===== config.mk =====
export PLATFORM = sky130hd
export DESIGN_NAME = ip_log2frac
export DESIGN_NICKNAME = d
export VERILOG_FILES = /design/src/rtl/ip_log2_pkg.sv /design/src/rtl/ip_log2_sqr.sv /design/src/rtl/ip_log2frac.sv
export SDC_FILE = /design/constraint.sdc
export NUM_CORES = 1
export LEC_CHECK = 0
export CORE_AREA = 4 4 121 135
export CTS_BUF_LIST = sky130_fd_sc_hd__clkbuf_8
export CTS_CLUSTER_SIZE = 12
export DETAILED_ROUTE_END_ITERATION = 6
export DIE_AREA = 0 0 125 139
export PLACE_DENSITY = 0.67
export SYNTH_ARGS = -nofsm -noshare
export SYNTH_HDL_FRONTEND = slang
export SYNTH_SLANG_ARGS = --single-unit

===== constraint.sdc =====
create_clock -name clk -period 8.2 [get_ports clk]
set_clock_uncertainty 0.05 [all_clocks]
set_input_delay 1.23 -clock clk [delete_from_list [all_inputs] [get_ports clk]]
set_output_delay 1.23 -clock clk [all_outputs]
set_load 0.01 [all_outputs]

===== src/rtl/ip_log2_pkg.sv =====
// Shared definitions for the log2 blocks: FSM state encoding and the
// log2ceil helper used to size integer result fields.
package ip_log2_pkg;

    typedef enum logic [1:0] {
        IDLE = 2'd0,
        INT  = 2'd1,
        FRAC = 2'd2
    } state_e;

    function automatic int unsigned log2ceil(input int unsigned v);
        int unsigned r;
        r = 0;
        for (int unsigned i = 0; i < 32; i++) begin
            if ((64'd1 << i) < 64'(v)) r = i + 1;
        end
        return r;
    endfunction

endpackage


===== src/rtl/ip_log2_sqr.sv =====
// One mantissa-squaring step: squares a 1.MWID mantissa, emits the next
// log2 fraction bit and the renormalised mantissa.
module ip_log2_sqr #(
    parameter int unsigned MWID = 12
) (
    input  logic [MWID:0] i_m,
    output logic [MWID:0] o_m,
    output logic          o_bit
);

    logic [2*MWID+1:0] sq;

    // sq is in 2.2MWID format; its top bit set means sq >= 2.
    assign sq    = {{(MWID+1){1'b0}}, i_m} * {{(MWID+1){1'b0}}, i_m};
    assign o_bit = sq[2*MWID+1];
    assign o_m   = o_bit ? sq[2*MWID+1:MWID+1] : sq[2*MWID:MWID];

endmodule


===== src/rtl/ip_log2frac.sv =====
// Multi-cycle fixed-point log2 (IWID.FBWID). Define LOG2_ROUND_EN to add a
// guard iteration with half-up rounding and saturation instead of truncation.
module ip_log2frac
    import ip_log2_pkg::*;
#(
    parameter  int unsigned IDWID = 16,
    parameter  int unsigned FBWID = 4,
    parameter  int unsigned MWID  = 12,
    localparam int unsigned IWID  = log2ceil(IDWID),
    localparam int unsigned ODWID = IWID + FBWID
) (
    input  logic             clk,
    input  logic             rst_n,
    input  logic             i_cal_str,
    input  logic [IDWID-1:0] i_val,
    output logic [ODWID-1:0] o_val,
    output logic             o_val_vld,
    output logic             o_val_upd,
    output logic             o_zero,
    output logic             o_busy
);

`ifdef LOG2_ROUND_EN
    localparam int unsigned NFR = FBWID + 1;
`else
    localparam int unsigned NFR = FBWID;
`endif
    localparam int unsigned XW   = IDWID + MWID;
    localparam int unsigned CWID = log2ceil(NFR + 1);

    state_e             state_q, state_d;
    logic [XW-1:0]      x_sh_q, x_sh_d;
    logic [IWID-1:0]    int_cnt_q, int_cnt_d;
    logic [MWID:0]      m_q, m_d;
    logic [NFR-1:0]     frac_sh_q, frac_sh_d;
    logic [CWID-1:0]    frac_cnt_q, frac_cnt_d;
    logic [ODWID-1:0]   o_val_q, o_val_d;
    logic               o_val_vld_q, o_val_vld_d;
    logic               o_val_upd_q, o_val_upd_d;
    logic               o_zero_q, o_zero_d;

    logic [IDWID-1:0]   field;
    logic [MWID:0]      sqr_m;
    logic               sqr_bit;
    logic [NFR:0]       frac_all;
    logic [NFR-1:0]     frac_nxt;
    logic [ODWID-1:0]   result;

    ip_log2_sqr #(.MWID(MWID)) u_sqr (
        .i_m   (m_q),
        .o_m   (sqr_m),
        .o_bit (sqr_bit)
    );

    assign field    = x_sh_q[XW-1:MWID];
    assign frac_all = {frac_sh_q, sqr_bit};
    assign frac_nxt = frac_all[NFR-1:0];

`ifdef LOG2_ROUND_EN
    logic [ODWID:0]   full;
    logic [ODWID+1:0] rsum;
    logic [ODWID:0]   rnd;

    // Half-up: add one at the guard position, drop the guard, saturate on carry-out.
    assign full   = {int_cnt_q, frac_nxt};
    assign rsum   = {1'b0, full} + (ODWID+2)'(1);
    assign rnd    = rsum[ODWID+1:1];
    assign result = rnd[ODWID] ? '1 : rnd[ODWID-1:0];
`else
    assign result = {int_cnt_q, frac_nxt};
`endif

    always_comb begin
        state_d     = state_q;
        x_sh_d      = x_sh_q;
        int_cnt_d   = int_cnt_q;
        m_d         = m_q;
        frac_sh_d   = frac_sh_q;
        frac_cnt_d  = frac_cnt_q;
        o_val_d     = o_val_q;
        o_val_vld_d = o_val_vld_q;
        o_val_upd_d = 1'b0;
        o_zero_d    = o_zero_q;

        if (i_cal_str) begin
            x_sh_d      = {i_val, {MWID{1'b0}}};
            int_cnt_d   = '0;
            frac_sh_d   = '0;
            frac_cnt_d  = '0;
            o_val_vld_d = 1'b0;
            state_d     = INT;
        end else begin
            case (state_q)
                INT: begin
                    if (field == '0) begin
                        o_val_d     = '0;
                        o_zero_d    = 1'b1;
                        o_val_upd_d = 1'b1;
                        o_val_vld_d = 1'b1;
                        state_d     = IDLE;
                    end else if (field == IDWID'(1)) begin
                        m_d     = x_sh_q[MWID:0];
                        state_d = FRAC;
                    end else begin
                        x_sh_d    = x_sh_q >> 1;
                        int_cnt_d = int_cnt_q + IWID'(1);
                    end
                end
                FRAC: begin
                    m_d        = sqr_m;
                    frac_sh_d  = frac_nxt;
                    frac_cnt_d = frac_cnt_q + CWID'(1);
                    if (frac_cnt_q == CWID'(NFR - 1)) begin
                        o_val_d     = result;
                        o_zero_d    = 1'b0;
                        o_val_upd_d = 1'b1;
                        o_val_vld_d = 1'b1;
                        state_d     = IDLE;
                    end
                end
                default: state_d = IDLE;
            endcase
        end
    end

    always_ff @(posedge clk) begin
        if (!rst_n) begin
            state_q     <= IDLE;
            x_sh_q      <= '0;
            int_cnt_q   <= '0;
            m_q         <= '0;
            frac_sh_q   <= '0;
            frac_cnt_q  <= '0;
            o_val_q     <= '0;
            o_val_vld_q <= 1'b0;
            o_val_upd_q <= 1'b0;
            o_zero_q    <= 1'b0;
        end else begin
            state_q     <= state_d;
            x_sh_q      <= x_sh_d;
            int_cnt_q   <= int_cnt_d;
            m_q         <= m_d;
            frac_sh_q   <= frac_sh_d;
            frac_cnt_q  <= frac_cnt_d;
            o_val_q     <= o_val_d;
            o_val_vld_q <= o_val_vld_d;
            o_val_upd_q <= o_val_upd_d;
            o_zero_q    <= o_zero_d;
        end
    end

    assign o_val     = o_val_q;
    assign o_val_vld = o_val_vld_q;
    assign o_val_upd = o_val_upd_q;
    assign o_zero    = o_zero_q;
    assign o_busy    = (state_q != IDLE);

endmodule


==> run_results.csv, run 1 <==
group,metric,value,unit
status,status,"finished clean",
clocking,post_cts_buffers,0,
timing,clock.fmax,158,MHz
layout,drive_above_1_share,0.0349,
global_route,grt_util_all_layers,0.176,
placement,place.gp.congestion,0.859,
synth,ys_ff_latch,64,
hold_path,hold_end,"x_sh_q[0]",
synth,synth.top_cell.area_share,0.255,
synth,syn_nets,1094,
setup_path,cp.required,8410,ps
routing,dr.pass1.iters,4,
timing,setup_viol,0,
setup_path,endpoint_kind,"flip-flop",
layout,n_fill_cell,1459,
timing,fin_crit_sh,0.772,
floorplanning,die_h,139,um
hold_path,min_path_cells,2,
placement,dp_slack,1920,ps
setup_path,reg2reg_from,"m_q[5]",
timing,maxSlewHeadroom,0.373,
timing,fin_ws,1870,ps
floorplanning,die_w,125,um
routing,num_vias,5556,
synth,yosys_warnings,0,
power,p_per_area,77.0,mW/mm^2
global_route,grt_max_degree,39,
power,p_leak,0.00404,uW
setup_path,setup.worst_path.start_class,"flip-flop",
layout,diodes,0,
layout,final_nets,1101,
synth,synth_top_area_cell,"fa_1",
clocking,clk_pin_slew_worst_paths,70,ps
synth,yosys-top-cells-area,"fa_1 (25%), dfxtp_1 (17%), ha_1 (13%)",
clocking,htreeDepth,3,
setup_path,crit_path_start,"m_q[5]",
synth,syn_inst,907,
floorplanning,num_rows,47,
timing,hold_violations,0,
clocking,cts_tree,"built",
hold_path,hold_class,"flip-flop to flip-flop",
timing,fin_tns_setup,0,ps
global_route,antenna_found_initial,0,
setup_path,r2r_setup_slack,1870,ps
placement,place_hpwl,11.6,mm
floorplanning,initial_utilization,0.494,
routing,drc,0,
floorplanning,io_pins,31,
timing,rsz0062_at_grt,"false",
timing,drv_slew,0,
setup_path,path_class,"flip-flop to flip-flop",
clocking,clk_path_buf_depth,2,
timing,hold_slack,408,ps
synth,synth_cell_types,56,
timing,period_minus_slack,6330,ps
floorplanning,core_area,0.0149,sq mm
placement,portBuffers,30,
setup_path,reg2reg_depth,24,
timing,worst_pin_slew,941,ps
synth,synth-edff-count,0,
routing,avgRoutedWirePerCell,13.1,um
setup_path,cp_max_fo,13,
synth,async_flop_share,0,
flow_run,maxCapViolCount,0,
routing,drt-total-wl,14.6,mm
synth,syn_avg_cell_area,8.14,sq um
synth,syn-cell-area,0.00738,sq mm
global_route,grt_overflow,0,
layout,synthToLayoutAreaGrowth,7.92,%
routing,drtIter0Drc,336,
clocking,cts_hold_buf,0,
clocking,numCtsBuffers,9,
clocking,cts_resized,0,
clocking,insertion_delay,330,ps
power,total_power,613,uW
routing,vias_per_cell,5.00,
global_route,grt_pass1_vias,5557,
clocking,cts_sinks,64,
clocking,clock-root-buffer,"clkbuf_8",
hold_path,hp-start,"x_sh_q[0]",
power,ir_drop,0.108,mV
global_route,grt_pass1_wl,25.9,mm
setup_path,crit_arrival,6540,ps
setup_path,r2r-end,"m_q[10]",
routing,ant_nets,0,
synth,ys_seq_area_frac,0.174,
floorplanning,dieArea,0.0174,sq mm
synth,synth_ff_type,"dfxtp_1",
layout make-up:
cell class / instances / area (sq um) / share of cell area
Multi-Input combinational cell: 602 / 5190 / 0.651
Sequential cell: 64 / 1280 / 0.161
Clock buffer: 11 / 151 / 0.0190
Tap cell: 196 / 245 / 0.0308
Clock inverter: 2 / 8.76 / 0.00110
Inverter: 203 / 762 / 0.0956
Timing Repair Buffer: 34 / 330 / 0.0415
cell usage after synthesis, types with 6 or more instances:
library cell	count
and2_1	29
a21oi_1	63
nor3_1	7
nand3_1	8
a22oi_1	8
nor2_1	66
fa_1	94
xnor2_1	15
xor2_1	9
dfxtp_1	64
clkbuf_1	34
inv_1	202
o211ai_1	6
mux2i_1	10
o21ai_0	14
ha_1	74
nand2_1	126
a21o_1	10
cells by family (layout without fill, tap and decap cells):
group                    after synthesis  after routing  synth area share
flip-flops                            64             64             0.174
buffers and inverters                241            250             0.124
adder cells (fa/ha/maj)              168            168             0.380
XOR/XNOR                              24             24            0.0285
multiplexers                          11             11            0.0151
AND/OR/NAND/NOR                      261            261             0.155
AO/OA/AOI/OAI                        138            138             0.124
sequential cells by signal (all words and copies together), names as in the netlist:
| name | count |
|---|---|
| x_sh_q | 28 |
| o_val | 8 |
| frac_sh_q | 3 |
| o_val_vld | 1 |
| state_q | 2 |
| m_q | 13 |
| frac_cnt_q | 3 |
| int_cnt_q | 4 |
| o_val_upd | 1 |
| o_zero | 1 |
critical path, stage by stage (launching register included):
cell	delay [ps]
dfxtp_1	680
inv_1	180
nor2_1	220
inv_1	80
fa_1	470
inv_1	50
fa_1	520
inv_1	50
fa_1	470
inv_1	50
fa_1	490
inv_1	50
fa_1	470
inv_1	40
ha_1	310
o21ai_0	90
nand2b_1	140
a41oi_2	160
a211o_2	370
a221oi_2	250
nor3_1	90
buf_4	180
or3b_1	370
a311o_1	310
a21oi_1	110
worst max-delay path by stage:
| stage | end | slack (ps) | cells after the start |
|---|---|---|---|
| after floorplan | m_q[1] | 2510 | 22 |
| after global placement | m_q[10] | 2080 | 24 |
| after detailed placement | m_q[10] | 1920 | 24 |
| after CTS | m_q[10] | 1900 | 24 |
| after global routing | m_q[10] | 1550 | 24 |
| final | m_q[10] | 1870 | 24 |
metal layers:
metal / share of wire / GRT usage
met5: 0 / 0
met4: 0.012 / 0.0291
met3: 0.039 / 0.0220
met2: 0.48 / 0.291
met1: 0.47 / 0.253
through the flow:
stage	util	cells	instance area, sq um
global route	0.533	1112	7970
detailed placement	0.523	1099	7810
CTS	0.533	1112	7970
floorplan	-	907	7380
finish	0.533	1112	7970
global placement	0.523	1099	7810
power by group:
part           switching [uW]  internal, uW  leakage [uW]
clock                     111           120     0.0000883
combinational            35.2          23.4       0.00343
sequential               7.07           318      0.000519
cells in the final DEF, fill, tap and decap left out, types with 5 or more instances in the layout:
master and n:
xor2_1 9, nand2b_1 5, nor3_1 7, ha_1 74, nand3_1 8, nand4_1 5
nand2_1 126, fa_1 94, inv_1 203, a22oi_1 8, mux2i_1 10, dfxtp_1 64
a21o_1 10, o211ai_1 6, xnor2_1 15, clkbuf_8 11, a21oi_1 63, clkdlybuf4s50_1 30
and2_1 29, o21ai_0 14, nor2_1 66
(Power assumes the default switching activity.)
==> run 2, diff against run 1 <==
- PLACE_DENSITY: 0.67 -> 0.69
- clock period: 8.2 -> 5.5 ns (I/O delays scaled with it)
==> run 2 against run 1 <==
Effect of this change: the flow now finishes with violations (negative setup slack); setup slack worse by 2000 ps; fmax rose by 12%; wire length increased by 14%; cell count increased by 9.4%; worst hold slack worse by 3.3 ps; die area unchanged; sequential power is 47% higher; critical path type unchanged; count of clock-buffer cells in the layout down 1; combinational power rose by 64%; critical path depth stayed put.
==> run_results.csv, run 2 (synthesis gave the netlist of run 1 again) <==
group,metric,value,unit
status,status,"complete, but fails checks",
status,violations,"negative setup slack",
setup_path,endpoint_kind,"flip-flop",
timing,fin_ws,-129,ps
routing,drt-total-wl,16.6,mm
clocking,clk_pin_slew_worst_paths,70,ps
global_route,grt_overflow,0,
layout,fin_area,0.00917,sq mm
global_route,grt_pass1_wl,28.9,mm
setup_path,cp.required,5710,ps
routing,ant_nets,0,
power,power.internal,674,uW
clocking,cts_hold_buf,0,
routing,dr.pass1.iters,4,
floorplanning,num_rows,47,
floorplanning,dieArea,0.0174,sq mm
timing,period_minus_slack,5630,ps
power,power_frac_clock,0.365,
layout,synthToLayoutAreaGrowth,24.2,%
timing,hold_violations,0,
placement,portBuffers,30,
routing,drtIter0Drc,284,
clocking,insertion_delay,330,ps
flow_run,maxCapViolCount,0,
clocking,numCtsBuffers,9,
layout,final_common_cell,"inv_1",
power,p_sw,231,uW
power,power_frac_seq,0.529,
floorplanning,die_w,125,um
timing,fin_crit_sh,1.02,
floorplanning,core_area,0.0149,sq mm
floorplanning,initial_utilization,0.494,
setup_path,cp_max_fo,6,
routing,avgRoutedWirePerCell,13.7,um
layout,final_cell_mix,"inv_1 (196), nand2_1 (121), buf_4 (97), fa_1 (92)",
floorplanning,io_pins,31,
floorplanning,die_h,139,um
global_route,grt_pass1_vias,6288,
layout,diodes,0,
placement,dp_slack,-374,ps
clocking,clock-root-buffer,"clkbuf_8",
placement,place.gp.congestion,0.830,
layout,drive_above_1_share,0.195,
hold_path,min_path_cells,2,
clocking,htreeDepth,3,
power,p_per_area,98.6,mW/mm^2
setup_path,crit_arrival,5840,ps
layout,largest_reg_flops,28,
hold_path,hold_class,"flip-flop to flip-flop",
power,combPwrFrac,0.106,
timing,drv_slew,0,
global_route,antenna_found_initial,0,
clocking,clk_path_buf_depth,2,
clocking,cts_tree,"built",
placement,placed_cell_area,0.00847,sq mm
power,ir_drop,0.145,mV
timing,rsz0062_at_grt,"true",
power,p_leak,0.00461,uW
layout,final_core_util,0.614,
power,swShare,0.255,
global_route,grt_util_all_layers,0.197,
timing,maxSlewHeadroom,0.382,
clocking,cts_sinks,64,
power,total_power,904,uW
placement,place_hpwl,12.8,mm
setup_path,reg2reg_depth,24,
routing,drc,0,
routing,vias_per_cell,5.00,
setup_path,setup.worst_path.start_class,"flip-flop",
setup_path,path_class,"flip-flop to flip-flop",
routing,num_vias,6080,
timing,setup_viol,9,
layout,top_register,"x_sh_q",
global_route,grt_max_degree,39,
timing,clock.fmax,178,MHz
timing,worst_pin_slew,927,ps
layout,final_nets,1204,
-- run 2: cell types whose count changed in the layout (fill, tap and decap cells not counted), moves of 6 or more --
| cell | before | now |
|---|---|---|
| buf_6 | 0 | 8 |
| inv_1 | 203 | 196 |
| ha_4 | 0 | 10 |
| o21ai_1 | 1 | 7 |
| dfxtp_1 | 64 | 52 |
| o21ai_0 | 14 | 7 |
| inv_2 | 0 | 9 |
| buf_4 | 4 | 97 |
| and2_1 | 29 | 23 |
| dfxtp_4 | 0 | 8 |
| ha_1 | 74 | 64 |
| and2_4 | 1 | 7 |
-- run 2: layout make-up --
| cell class | count | area [sq um] |
|---|---|---|
| Sequential cell | 64 | 1320 |
| Tap cell | 196 | 245 |
| Timing Repair Buffer | 137 | 1150 |
| Multi-Input combinational cell | 602 | 5540 |
| Inverter | 203 | 762 |
| Clock buffer | 10 | 138 |
| Fill cell | 1325 | 5770 |
| Clock inverter | 4 | 16.3 |
-- run 2: what timing repair did --
item | in CTS | in global routing
hold endpoints to repair | 0 | 0
resized for setup | 54 | 46
buffers inserted | 14 | 4
pin swaps | 21 | 28
endpoints found under the setup margin | 15 | 15
-- run 2: through the flow --
step	std cells	TNS, ps	hold slack, ps
3_5_place_dp	1184	-3820	394
2_1_floorplan	907	-1.95	386
5_1_grt	1216	-3480	427
4_1_cts	1212	-258	411
3_3_place_gp	1184	-2210	394
6_report	1216	-616	405
-- run 2: worst paths after layout --
| kind | from | end | slack, ps |
|---|---|---|---|
| worst max-delay path | m_q[5] | m_q[1] | -130 |
| worst min register to register | o_val_vld | o_val_vld | 410 |
| worst min-delay path | o_val_vld | o_val_vld | 410 |
| worst max register to register | m_q[5] | m_q[1] | -130 |
-- run 2: critical path, stage by stage (launching register included) --
cell and delay [ps]:
dfxtp_4 380, inv_2 50, nor2_2 120, inv_1 60, fa_1 490, inv_2 40
fa_1 530, inv_1 50, fa_1 470, inv_1 50, fa_1 470, inv_1 50
fa_1 520, inv_2 60, ha_4 280, o21ai_2 50, nand2b_1 100, a41oi_2 150
buf_4 170, a211oi_4 250, nor3_4 90, or3_4 430, and2_4 190, a221o_1 330
a21oi_2 120
-- run 2: per-layer routing --
| layer | vias to the layer above | global-route usage | part of all wire |
|---|---|---|---|
| met5 | - | 0 | 0 |
| met4 | 0 | 0.0491 | 0.015 |
| met3 | 22 | 0.0173 | 0.022 |
| met2 | 71 | 0.359 | 0.51 |
| met1 | 2959 | 0.253 | 0.45 |
| li1 | 3028 | - | - |
-- run 2: power groups by stage --
stage	registers (uW)	clock network [uW]	logic, uW
finish	478	330	95.9
global route	480	357	107
CTS	479	338	94.5
detailed placement	492	0	92.9
global placement	492	0	92.2
floorplan	490	0	60.1
==> run 3, diff against run 2 <==
- CTS_BUF_LIST: sky130_fd_sc_hd__clkbuf_8 -> not set
==> run 3 against run 2 <==
Effect of this change: count of clock-buffer cells in the layout increased by 3; clock power up 50%; largest power group is now the clock network; combinational power is 0.8% higher; global-route usage up 0.052 points; sequential share of layout area fell by 0.24 points; highest routed layer unchanged; the run still ends with negative setup slack left; die area stayed put; critical path depth shrank 3.
==> run_results.csv, run 3 (synthesis gave the netlist of run 1 again) <==
group,metric,value,unit
setup_path,path_class,"flip-flop to flip-flop",
clocking,clk_path_buf_depth,2,
routing,avgRoutedWirePerCell,13.8,um
routing,drt-total-wl,16.9,mm
layout,drive_above_1_share,0.215,
placement,placed_cell_area,0.00847,sq mm
setup_path,r2r-end,"m_q[10]",
status,violations,"negative setup slack",
clocking,insertion_delay,320,ps
layout,final_nets,1210,
routing,wl_met2,8.77,mm
power,combPwrFrac,0.090,
layout,top_register,"x_sh_q",
setup_path,cp-endpoint,"m_q[10]",
timing,drv_slew,0,
setup_path,crit_buf_inv,5,
setup_path,crit_cells,21,
routing,met3_wirelength,306,um
global_route,grt_overflow,0,
power,power_frac_seq,0.447,
layout,diodes,0,
routing,vias_per_cell,5.03,
timing,rsz0062_at_grt,"true",
power,swShare,0.235,
layout,n_fill_cell,1276,
setup_path,cp.required,5700,ps
power,p_leak,0.00469,uW
placement,place.gp.congestion,0.830,
placement,place_hpwl,12.8,mm
hold_path,hold_class,"flip-flop to flip-flop",
layout,largest_reg_flops,28,
flow_run,maxCapViolCount,0,
routing,top_layer,"met4",
setup_path,crit_arrival,5810,ps
timing,fin_crit_sh,1.02,
setup_path,crit_family,"adder cells",
floorplanning,initial_utilization,0.494,
timing,setup_viol,4,
floorplanning,core_area,0.0149,sq mm
setup_path,r2r_setup_slack,-110,ps
global_route,grt_util_all_layers,0.198,
status,status,"complete, but fails checks",
timing,period_minus_slack,5610,ps
layout,final_cell_mix,"inv_1 (183), nand2_1 (116), buf_4 (94), fa_1 (91), ha_1 (64)",
routing,num_vias,6144,
routing,ant_nets,0,
global_route,grt_max_degree,39,
clocking,numCtsBuffers,9,
clocking,cts_hold_buf,0,
power,power_frac_clock,0.463,
placement,portBuffers,30,
setup_path,setup.worst_path.start_class,"flip-flop",
power,total_power,1070,uW
setup_path,path_cells,"buf_12 -> and2_4 -> fa_1 -> inv_1 -> fa_1 -> inv_2 -> fa_1 -> inv_2 -> fa_1 -> fa_1 -> inv_2 -> ha_4 -> o21ai_2 -> nand2b_1 -> a31oi_4 -> a211o_4 -> a221oi_4 -> nor3_2 -> or3b_1 -> a311o_1 -> a21oi_1",
timing,fin_tns_setup,-234,ps
setup_path,crit_path_start,"m_q[6]",
setup_path,crit_path_top_delay_cell,"fa_1",
timing,hold_violations,0,
setup_path,reg2reg_depth,21,
clocking,clk_pin_slew_worst_paths,50,ps
setup_path,max_stage_delay,560,ps
setup_path,cp_common_cell,"fa_1",
power,ir_drop,0.180,mV
timing,worst_pin_slew,980,ps
floorplanning,dieArea,0.0174,sq mm
floorplanning,num_rows,47,
timing,maxSlewHeadroom,0.347,
global_route,grt_pass1_vias,6272,
clocking,cts_sinks,64,
clocking,cts_tree,"built",
global_route,grt_pass1_wl,28.9,mm
power,power.internal,821,uW
routing,met1_length,7.50,mm
setup_path,cp_max_fo,7,
power,p_per_area,115,mW/mm^2
floorplanning,die_w,125,um
clocking,htreeDepth,3,
floorplanning,die_h,139,um
routing,dr.pass1.iters,4,
layout,synthToLayoutAreaGrowth,26.6,%
layout,final_common_cell,"inv_1",
routing,drtIter0Drc,401,
power,p_sw,251,uW
setup_path,reg2reg_from,"m_q[6]",
floorplanning,io_pins,31,
timing,clock.fmax,178,MHz
timing,fin_ws,-113,ps
layout,fin_area,0.00935,sq mm
clocking,clock-root-buffer,"clkbuf_16",
routing,drc,0,
global_route,antenna_found_initial,0,
setup_path,endpoint_kind,"flip-flop",
layout,final_core_util,0.626,
==> run 3: power groups by stage <==
stage | registers (uW) | logic (uW) | clock network [uW]
6_report | 479 | 96.7 | 496
5_1_grt | 480 | 107 | 527
4_1_cts | 480 | 94.1 | 504
3_5_place_dp | 492 | 92.9 | 0
3_3_place_gp | 492 | 92.2 | 0
2_1_floorplan | 490 | 60.1 | 0
==> run 3: timing repair <==
| item | in CTS | in global routing |
|---|---|---|
| setup buffers | 9 | 15 |
| resized for setup | 43 | 85 |
| hold endpoints to repair | 0 | 0 |
| endpoints found under the setup margin | 15 | 15 |
| pin swaps | 12 | 42 |
==> run 3: cell type report <==
class	instances	area, sq um	share of cell area
multi-input cells	602	5520	0.591
flip-flops and latches	64	1320	0.141
repair buffers	143	1240	0.133
inverters	203	764	0.0818
clock buffers	13	250	0.0268
well taps	196	245	0.0262
clock inverters	1	5.00	0.000535
==> run 3: through the flow <==
| stage | cells | setup WS, ps | hold slack (ps) |
|---|---|---|---|
| after CTS | 1207 | -111 | 409 |
| after global placement | 1184 | -252 | 394 |
| after floorplan | 907 | -1.95 | 386 |
| after global routing | 1222 | -298 | 425 |
| after detailed placement | 1184 | -374 | 394 |
| final | 1222 | -113 | 403 |
==> run 3: worst min-delay path by stage <==
stage | start | endpoint | slack [ps] | cells past startpoint
floorplan | x_sh_q[0] | x_sh_q[0] | 390 | 2
global placement | x_sh_q[0] | x_sh_q[0] | 390 | 2
detailed placement | o_val_vld | o_val_vld | 390 | 2
CTS | o_val_vld | o_val_vld | 410 | 2
global route | o_val_vld | o_val_vld | 420 | 2
finish | o_val_vld | o_val_vld | 400 | 2
==> run 3: worst min-delay path, stage by stage (launching register included) <==
cell and delay (ps):
dfxtp_1 300, inv_1 50, a21oi_1 50
==> run 3: per-layer routing <==
layer,vias up,GRT usage
met3,32,0.0181
met4,0,0.0491
met1,2991,0.252
met5,-,0
li1,3047,-
met2,74,0.361
